`src/rtl/stopwatch_pkg.sv`:
```
// stopwatch_pkg: shared button FSM state type and millisecond counter width.
package stopwatch_pkg;
    typedef enum logic [1:0] {IDLE, PRESSED, HELD} btn_state_t;
    localparam int MS_W = 16;
endpackage

```
`src/rtl/button_events_ms_tick.sv`:
```
// ms_tick: prescaler emitting a one-cycle tick every CLK_FREQ_KHZ enabled cycles.
module ms_tick #(
    parameter int CLK_FREQ_KHZ = 100_000
) (
    input  logic clk,
    input  logic rst,
    input  logic clr,
    input  logic en,
    output logic tick
);
    localparam int CW = CLK_FREQ_KHZ > 1 ? $clog2(CLK_FREQ_KHZ) : 1;
    localparam logic [CW-1:0] TOP = CW'(CLK_FREQ_KHZ - 1);
    logic [CW-1:0] cnt;
    assign tick = en & ~clr & (cnt == TOP);
    always_ff @(posedge clk)
        if (rst || clr || !en) cnt <= '0;
        else cnt <= tick ? '0 : cnt + 1'b1;
endmodule

```
`src/rtl/button_events.sv`:
```
// button_events: press/release/long-press/auto-repeat pulse generator for a debounced button.
// Define BUTTON_REPEAT_EN to enable auto-repeat; release/repeat carry an _evt suffix as both are SV keywords.
module button_events
    import stopwatch_pkg::*;
#(
    parameter int CLK_FREQ_KHZ = 100_000,
    parameter int LONG_MS      = 1000,
    parameter int REPEAT_MS    = 200
) (
    input  logic clk,
    input  logic rst,
    input  logic btn,
    output logic press,
    output logic release_evt,
    output logic long_press,
    output logic repeat_evt,
    output logic held
);
    localparam logic [MS_W-1:0] LONG_TOP = MS_W'(LONG_MS - 1);
    btn_state_t state, state_n;
    logic [MS_W-1:0] ms_count, ms_n;
    logic btn_q, rise, fall, tick, en, long_n, rep_n;
    assign rise = btn & ~btn_q;
    assign fall = ~btn & btn_q;
`ifdef BUTTON_REPEAT_EN
    localparam logic [MS_W-1:0] REP_TOP = MS_W'(REPEAT_MS - 1);
    assign en    = state != IDLE;
    assign rep_n = state == HELD && tick && !fall && ms_count == REP_TOP;
`else
    assign en    = state == PRESSED;
    assign rep_n = 1'b0;
`endif
    ms_tick #(.CLK_FREQ_KHZ(CLK_FREQ_KHZ)) u_tick (
        .clk (clk),
        .rst (rst),
        .clr (rise | fall),
        .en  (en),
        .tick(tick)
    );
    always_comb begin
        long_n  = state == PRESSED && tick && !fall && ms_count == LONG_TOP;
        state_n = fall ? IDLE : rise ? PRESSED : long_n ? HELD : state;
        ms_n    = (rise || fall || long_n || rep_n) ? '0 : tick ? ms_count + 1'b1 : ms_count;
    end
    always_ff @(posedge clk)
        if (rst) begin
            state       <= IDLE;
            btn_q       <= 1'b0;
            ms_count    <= '0;
            press       <= 1'b0;
            release_evt <= 1'b0;
            long_press  <= 1'b0;
            repeat_evt  <= 1'b0;
            held        <= 1'b0;
        end else begin
            state       <= state_n;
            btn_q       <= btn;
            ms_count    <= ms_n;
            press       <= rise;
            release_evt <= fall;
            long_press  <= long_n;
            repeat_evt  <= rep_n;
            held        <= state_n == HELD;
        end
endmodule

```
`config.mk`:
```
export PLATFORM = sky130hd
export DESIGN_NAME = button_events
export DESIGN_NICKNAME = d
export VERILOG_FILES = /design/src/rtl/stopwatch_pkg.sv /design/src/rtl/button_events_ms_tick.sv /design/src/rtl/button_events.sv
export SDC_FILE = /design/constraint.sdc
export NUM_CORES = 1
export LEC_CHECK = 0
export BUFFER_PORTS_ARGS = -buffer_cell sky130_fd_sc_hd__buf_2
export CAP_MARGIN = 20
export CORE_UTILIZATION = 60
export CTS_CLUSTER_SIZE = 20
export DETAILED_ROUTE_END_ITERATION = 10
export MAX_ROUTING_LAYER = met4
export PLACE_DENSITY_LB_ADDON = 0.3
export SLEW_MARGIN = 10
export SYNTH_ARGS = -nofsm -noshare
export SYNTH_HDL_FRONTEND = slang
export SYNTH_SLANG_ARGS = --single-unit
```
`constraint.sdc`:
```
create_clock -name clk -period 2.75 [get_ports clk]
set_clock_uncertainty 0.1 [all_clocks]
set_input_delay 0.4125 -clock clk [delete_from_list [all_inputs] [get_ports clk]]
set_output_delay 0.4125 -clock clk [all_outputs]
set_load 0.05 [all_outputs]
```
==> flow_summary.ini <==
[status]
status = finished, violations left
failed_checks = DRC

[route]
final_antenna_net_count = 0
viasPerCell = 5.50
drc = 1
vias = 1474
dr.pass1.iters = 7
avgRoutedWirePerCell_um = 13.3
drt_iter0_markers = 59
wl_mm = 3.57

[yosys]
yosys-top-cells-area = dfxtp_1 42%, xnor2_1 7.8%, nor2_1 7.1%
synth_top_area_cell = dfxtp_1
synth_seq_cells = 40
yosysTopAreaCellShare = 0.418
async_flop_share = 0
yosys.cell_types.count = 43
ys.flop_type = dfxtp_1
ys.warnings.count = 0
syn_nets = 222
synthTopCellsByCount = 40 x dfxtp_1, 36 x nor2_1, 17 x xnor2_1
syn_area_per_cell_um2 = 8.91
syn-instance-count = 215
yosysMostFrequentCell = dfxtp_1
synth_edf_count = 0
synth_area_um2 = 1920
ys_seq_area_frac = 0.418

[floorplanning]
die_w_um = 58.5
num_rows = 20
die_area_um2 = 3420
num_io_pins = 8
die_h_um = 58.5
core_um2 = 3050
start_util = 0.627

[run]
maxCapViolations = 0

[timing]
slew_viol_final = 0
rsz0062_at_grt = no
period_share = 0.871
fin_setup_tns_ps = 0
hold_viol = 0
max_freq_mhz = 417
finalSetupViolCount = 0
period_minus_slack_ps = 2400

[power_and_ir_drop]
power.internal_mw = 0.740
switching_share = 0.223
switchingPower_mw = 0.213
power_frac_clock = 0.344
p_seq_frac = 0.614
p_per_area_nw_per_um2 = 465
p_leak_nw = 0.632
vdd_drop_max_v = 0.000301
p_comb_frac = 0.041

[setup_path]
arrival_ps = 2560
rr_worst_depth = 6
crit_path_end_kind = flop
cp_data_required_time_ps = 2910
path_cells = ha_1, or4bb_1, or4_4, nor4_2, xnor2_1, nor2_2
path_max_fanout = 8
crit_slowest_cell = or4_4
startpoint_type = flop
max_stage_delay_ps = 590
worstSetupPathType = flop to flop

[clocking]
path_clk_slew_ps = 110
cts_tree = built
cts_resized = 0
cts.sinks = 40
root_buffer = clkbuf_4
clk_latency_ps = 360
cts_hold_buf = 0
clk_path_buf_depth = 2
h-tree-depth = 2
cts_setup_buffers = 0
cts_buffers = 5

[final_layout]
final_nets = 231
areaGrowthSynthToFinish_pct = 6.92
final_core_util = 0.671
antenna_cells = 0
drive_above_1_share = 0.125

[global_routing]
grt_pass1_vias = 1433
grtUsageTotal = 0.259
grt_max_degree = 18
grt_pass1_wl_mm = 6.37
antenna_found_initial = 0
grt-ovfl-total = 0

[min_path]
hold_class = input port to flop
whs_path_depth = 2

[place]
dp_hpwl_mm = 2.61
place.gp.congestion = 0.888
io_buffers = 6
## layer usage
layer / track usage / part of all wire
met5: - / 0
met4: 0.112 / 0.020
met1: 0.300 / 0.46
met3: 0.0901 / 0.031
met2: 0.407 / 0.49
## state kept, by name (all words and copies together) (netlist names)
signal and cells:
release_evt 1, btn_q 1, long_press 1, u_tick.cnt 17, ms_count 16, press 1, held 1, state 2
## worst max-delay path, delay by kind of cell (launching register included)
kind                     cells  cell delay [ps]
AND/OR/NAND/NOR              4             1380
adder cells (fa/ha/maj)      1              320
flip-flops                   1              330
XOR/XNOR                     1              170
## power by group through the flow
stage | clock (mW) | sequential [mW] | combinational, mW
detailed placement | 0 | 0.599 | 0.0390
global placement | 0 | 0.599 | 0.0376
finish | 0.328 | 0.586 | 0.0392
global route | 0.359 | 0.587 | 0.0423
floorplan | 0 | 0.602 | 0.0248
CTS | 0.340 | 0.586 | 0.0390
## worst paths after layout
check | slack [ps] | start | end
min reg2reg | 380 | u_tick.cnt[0] | u_tick.cnt[0]
max reg2reg | 350 | btn_q | ms_count[7]
max | 350 | btn_q | ms_count[7]
min | 190 | rst | btn_q
## logic make-up (layout without fill, tap and decap cells)
| family | after synthesis | after routing | synth area share |
|---|---|---|---|
| simple gates | 117 | 117 | 0.355 |
| buf+inv | 16 | 25 | 0.0431 |
| xor+xnor | 26 | 26 | 0.119 |
| compound gates | 11 | 11 | 0.0372 |
| other cells | 1 | 1 | 0.00196 |
| flops | 40 | 40 | 0.418 |
| fa+ha+maj | 4 | 4 | 0.0261 |
## area by class of cell
| cell class | count | area [µm²] |
|---|---|---|
| Fill cell | 294 | 1000 |
| Multi-Input combinational cell | 159 | 1030 |
| Sequential cell | 40 | 801 |
| Timing Repair Buffer | 8 | 57.6 |
| Inverter | 10 | 37.5 |
| Tap cell | 44 | 55.1 |
| Clock buffer | 7 | 65.1 |
## placed cells by master (no fill, tap or decap), types with 2 or more instances in the layout
cell type | Yosys | routed
o21ai_0 | 2 | 2
ha_1 | 4 | 4
nand3_1 | 16 | 16
or4bb_1 | 3 | 3
inv_1 | 10 | 10
or4_1 | 2 | 2
nand2_1 | 13 | 13
xor2_1 | 9 | 9
clkbuf_4 | 0 | 5
nor4_4 | 2 | 2
nand4_1 | 11 | 11
a21oi_1 | 4 | 4
nor2b_1 | 2 | 2
nor2_1 | 36 | 36
nor3_1 | 10 | 10
or2_2 | 3 | 3
nor4_1 | 2 | 2
o31ai_1 | 2 | 2
buf_2 | 0 | 6
nor4_2 | 2 | 2
clkbuf_8 | 0 | 2
xnor2_1 | 17 | 17
dfxtp_1 | 40 | 40
## through the flow
stage | setup slack [ps] | power, mW | std cells | hold WS [ps] | instance area, µm²
after global placement | 174 | 0.636 | 261 | 343 | 1980
after floorplan | 258 | 0.627 | 215 | 330 | 1920
after CTS | 341 | 0.964 | 268 | 178 | 2050
final | 355 | 0.953 | 268 | 190 | 2050
after detailed placement | 95.2 | 0.638 | 261 | 358 | 1980
after global routing | 218 | 0.987 | 268 | 182 | 2050
(Power assumes the default switching activity.)
